File: src/rtl/spi_rx_word_capture.sv
// Word capture stage behind an SPI shift register: counts bits, snapshots p_data
// one clk after the last shift, offers it on valid/ready with sticky overrun.
// Optional SPI_RX_FRAME_ERR_EN enables the sticky frame_err flag for abandoned partial words.
module spi_rx_word_capture #(
  parameter int unsigned bus_width   = 8,
  parameter int unsigned counter_reg = $clog2(bus_width)
) (
  input  logic                 clk,
  input  logic                 rst,
  input  logic                 enable,
  input  logic                 cs_n,
  input  logic [bus_width-1:0] p_data,
  input  logic                 err_clr,
  output logic [bus_width-1:0] rx_data,
  output logic                 rx_valid,
  input  logic                 rx_ready,
  output logic                 overrun,
  output logic                 frame_err
);

  localparam logic [counter_reg-1:0] LAST_BIT = counter_reg'(bus_width - 1);

  logic [counter_reg-1:0] bit_cnt_q, bit_cnt_d;
  logic                   done_pend_q, done_pend_d;
  logic [bus_width-1:0]   rx_data_q, rx_data_d;
  logic                   rx_valid_q, rx_valid_d;
  logic                   overrun_q, overrun_d;
  logic                   ovr_set;

  // Bit counter; done_pend marks the cycle after the last shift edge
  always_comb begin
    bit_cnt_d   = bit_cnt_q;
    done_pend_d = 1'b0;
    if (cs_n) begin
      bit_cnt_d = '0;
    end else if (enable) begin
      if (bit_cnt_q == LAST_BIT) begin
        bit_cnt_d   = '0;
        done_pend_d = 1'b1;
      end else begin
        bit_cnt_d = bit_cnt_q + counter_reg'(1);
      end
    end
  end

  // Capture on done_pend; a capture during a handoff reloads without a bubble
  always_comb begin
    rx_data_d  = rx_data_q;
    rx_valid_d = rx_valid_q;
    ovr_set    = 1'b0;
    if (done_pend_q) begin
      if (!rx_valid_q || rx_ready) begin
        rx_data_d  = p_data;
        rx_valid_d = 1'b1;
      end else begin
        ovr_set = 1'b1;
      end
    end else if (rx_valid_q && rx_ready) begin
      rx_valid_d = 1'b0;
    end
    overrun_d = ovr_set | (overrun_q & ~err_clr);
  end

  always_ff @(posedge clk or negedge rst) begin
    if (!rst) begin
      bit_cnt_q   <= '0;
      done_pend_q <= 1'b0;
      rx_data_q   <= '0;
      rx_valid_q  <= 1'b0;
      overrun_q   <= 1'b0;
    end else begin
      bit_cnt_q   <= bit_cnt_d;
      done_pend_q <= done_pend_d;
      rx_data_q   <= rx_data_d;
      rx_valid_q  <= rx_valid_d;
      overrun_q   <= overrun_d;
    end
  end

  assign rx_data  = rx_data_q;
  assign rx_valid = rx_valid_q;
  assign overrun  = overrun_q;

`ifdef SPI_RX_FRAME_ERR_EN
  logic frame_err_q, frame_err_d;

  // Chip select released with a partial word in the counter
  always_comb begin
    frame_err_d = (cs_n && (bit_cnt_q != '0)) | (frame_err_q & ~err_clr);
  end

  always_ff @(posedge clk or negedge rst) begin
    if (!rst) begin
      frame_err_q <= 1'b0;
    end else begin
      frame_err_q <= frame_err_d;
    end
  end

  assign frame_err = frame_err_q;
`else
  assign frame_err = 1'b0;
`endif

endmodule

File: config.mk
export PLATFORM = sky130hd
export DESIGN_NAME = spi_rx_word_capture
export DESIGN_NICKNAME = d
export VERILOG_FILES = /design/src/rtl/spi_rx_word_capture.sv
export SDC_FILE = /design/constraint.sdc
export NUM_CORES = 1
export LEC_CHECK = 0
export ABC_AREA = 1
export CAP_MARGIN = 20
export CORE_AREA = 2 2 45 47
export DETAILED_ROUTE_END_ITERATION = 10
export DIE_AREA = 0 0 47 49
export PLACE_DENSITY = 0.74
export SKIP_LAST_GASP = 1
export SLEW_MARGIN = 20
export SYNTH_ARGS = -nofsm -noshare
export SYNTH_HDL_FRONTEND = slang
export SYNTH_SLANG_ARGS = --single-unit
File: constraint.sdc
create_clock -name clk -period 1.11 [get_ports clk]
set_clock_uncertainty 0.05 [all_clocks]
set_input_delay 0.222 -clock clk [delete_from_list [all_inputs] [get_ports clk]]
set_output_delay 0.222 -clock clk [all_outputs]
set_load 0.1 [all_outputs]
==> results.json <==
{
  "status": "finished with violations",
  "yosysWarnings": 0,
  "p_leak_uw": 0.000531,
  "r2r_cells": 5,
  "yosys.area.top_type": "dfrtp_1",
  "grt.total_usage_pct": 12.9,
  "ant_nets": 0,
  "worst_slack_ps": -102,
  "vias": 532,
  "critPathMaxStageDelay_ps": 500,
  "cts_buffers": 3,
  "portBuffers": 23,
  "syn_inst": 66,
  "yosysTopAreaCellShare_pct": 52.5,
  "yosys.area_share.adder_pct": 3.75,
  "path_delay_family": "flip-flops",
  "nets": 117,
  "wl_mm": 1.40,
  "setup_viol": 16,
  "start_util_pct": 36.2,
  "end_kind": "output pin",
  "dp_hpwl_mm": 1.03,
  "synth_compound_area_share_pct": 1.88,
  "reg2reg_from": "rx_valid$_DFFE_PN0P_",
  "cap_violations": 0,
  "overflow": 0,
  "crit_chain": "buf_12",
  "grt_pass1_wl_mm": 2.15,
  "drv_slew": 0,
  "violations": "setup timing",
  "start_kind": "flop",
  "root_buffer": "clkbuf_4",
  "cts_tree": "yes",
  "top_level_ports": 25,
  "netlist_area_um2": 667,
  "synth_seq_cells": 14,
  "cp_slowest_cell": "dfrtp_4",
  "area_growth_pct": 75.4,
  "clkTransAtPathRegs_ps": 90,
  "worst-path-buf-inv": 1,
  "seqCellArea_um2": 365,
  "arrival_ps": 940,
  "core_area_um2": 1840,
  "dieArea_um2": 2300,
  "fillers": 157,
  "grt_max_degree": 15,
  "hold_path_class": "input port to async pin",
  "synthXorXnorAreaFrac_pct": 0,
  "clockBufferDepth": 2,
  "syn_avg_cell_area_um2": 10.1,
  "powerDensity_nw_per_um2": 789,
  "cts_hold_repair.buffers": 0,
  "gp_congestion": 0.760,
  "ys_top_cells_by_area": "dfrtp_1 (53%), nand2_1 (15%), nand3_2 (12%)",
  "drt-initial-drc-count": 7,
  "crit_required_ps": 840,
  "multi_input_area_um2": 315,
  "first_pass_iters": 4,
  "yosys-mux-area-fraction_pct": 0,
  "synth_top_family_by_area": "simple AND/OR/NAND/NOR gates",
  "routedWlPerCell_um": 11.1,
  "synth_cell_types": 12,
  "worstReg2RegEnd": "rx_data[2]$_DFFE_PN0P_",
  "fmax_ghz": 0.825,
  "hold_viol": 0,
  "placed_cells": 118,
  "num_rows": 16,
  "final_cells": 126,
  "r2r_setup_slack_ps": -30,
  "crit_type": "flop to output pin",
  "insertion_delay_ps": 270,
  "worst-path-max-fanout": 2,
  "ys_seq_area_share_pct": 52.5,
  "post-place-ws_ps": -133,
  "viasPerCell": 4.22,
  "htree_levels": 1,
  "ir_drop_mv": 0.614,
  "rsz0062_at_grt": "yes",
  "diodes": 0,
  "die_y_um": 49,
  "cts_sinks": 14,
  "fin_crit_sh_pct": 109,
  "syn_nets": 82,
  "die_w_um": 47,
  "drive_above_1_share_pct": 53.5,
  "cp.depth": 1,
  "grt_pass1_vias": 514,
  "antenna_found_initial": 0,
  "min_period_ps": 1210,
  "yosys.area_share.simple_pct": 32.8,
  "drc_errors": 0
}
-- sequential cells by signal, summed over array words and instances, names as in the netlist --
register / cells
rx_valid: 1
bit_cnt_q: 3
done_pend_q: 1
overrun: 1
rx_data: 8
-- cell usage in the layout, fill, tap and decap left out, drive strengths merged --
cell type and n:
clkdlybuf4s50 13, nand3 8, inv 4, buf 20, clkbuf 3, dfrtp 14, nand2 29, nor2 4
ha 2, o22ai 1, conb 1
-- logic make-up after synthesis --
kind of cell    after synthesis
simple gates                 41
flops                        14
buf+inv                       7
fa+ha+maj                     2
compound gates                1
other cells                   1
-- metrics by stage --
| step | hold WS (ps) | area [um2] | setup TNS, ps | util (%) | total power, uW |
|---|---|---|---|---|---|
| after floorplan | -124 | 682 | -84.0 | - | 573 |
| final | 210 | 1170 | -466 | 63.5 | 923 |
| after global placement | 417 | 1050 | -1140 | 57.3 | 645 |
| after global routing | 222 | 1170 | -1320 | 63.5 | 971 |
| after detailed placement | 433 | 1050 | -1430 | 57.3 | 648 |
| after CTS | 219 | 1090 | -634 | 59.0 | 924 |
-- power by group --
part,leakage [uW],internal (uW),switching [uW]
clock network,0.0000138,125,153
logic,0.000340,61.1,61.4
registers,0.000177,517,5.34
-- how the worst max path moves through the flow --
| stage | startpoint | to | slack [ps] |
|---|---|---|---|
| 6_report | rx_valid$_DFFE_PN0P_ | rx_valid | -100 |
| 5_1_grt | rx_valid$_DFFE_PN0P_ | rx_valid | -140 |
| 4_1_cts | rx_valid$_DFFE_PN0P_ | rx_valid | -110 |
| 3_5_place_dp | rx_ready | rx_data[3]$_DFFE_PN0P_ | -130 |
| 3_3_place_gp | rx_ready | rx_data[1]$_DFFE_PN0P_ | -110 |
| 2_1_floorplan | rx_valid$_DFFE_PN0P_ | rx_data[0]$_DFFE_PN0P_ | -10 |
-- cells in the mapped netlist --
cell and instances:
dfrtp_1 14, ha_1 2, nand2_4 2, nor2_1 4, nand2_1 27, clkbuf_8 1, nand3_2 8, o22ai_2 1
buf_4 1, conb_1 1, inv_1 4, buf_12 1
-- routing by layer --
metal  vias to the layer above  GRT usage (%)  part of all wire [%]
met5                         -              0                     0
li1                        270              -                     -
met2                        15           21.0                    53
met4                         0           2.78                     0
met3                         0           3.70                   4.6
met1                       247           16.6                    42
-- worst reg2reg max path: cells and delay by family (launching register included) --
kind | cells | cell delay [ps]
buffers and inverters | 2 | 280
DFF | 1 | 500
and+or+nand+nor | 3 | 240
-- cell type report --
cell class	count	area share [%]
sequential	14	31.2
inverter	4	1.28
timing repair buffer	33	35.7
clock buffer	3	1.93
tap	27	2.89
multi-input combinational	45	27.0
-- repair_timing --
item | 4_1_cts | 5_1_grt
pin swaps | 1 | 2
gates resized for setup | 1 | 12
buffers inserted | 1 | 4
endpoints found under the setup margin | 11 | 22
Power figures use the tool's default switching activity.
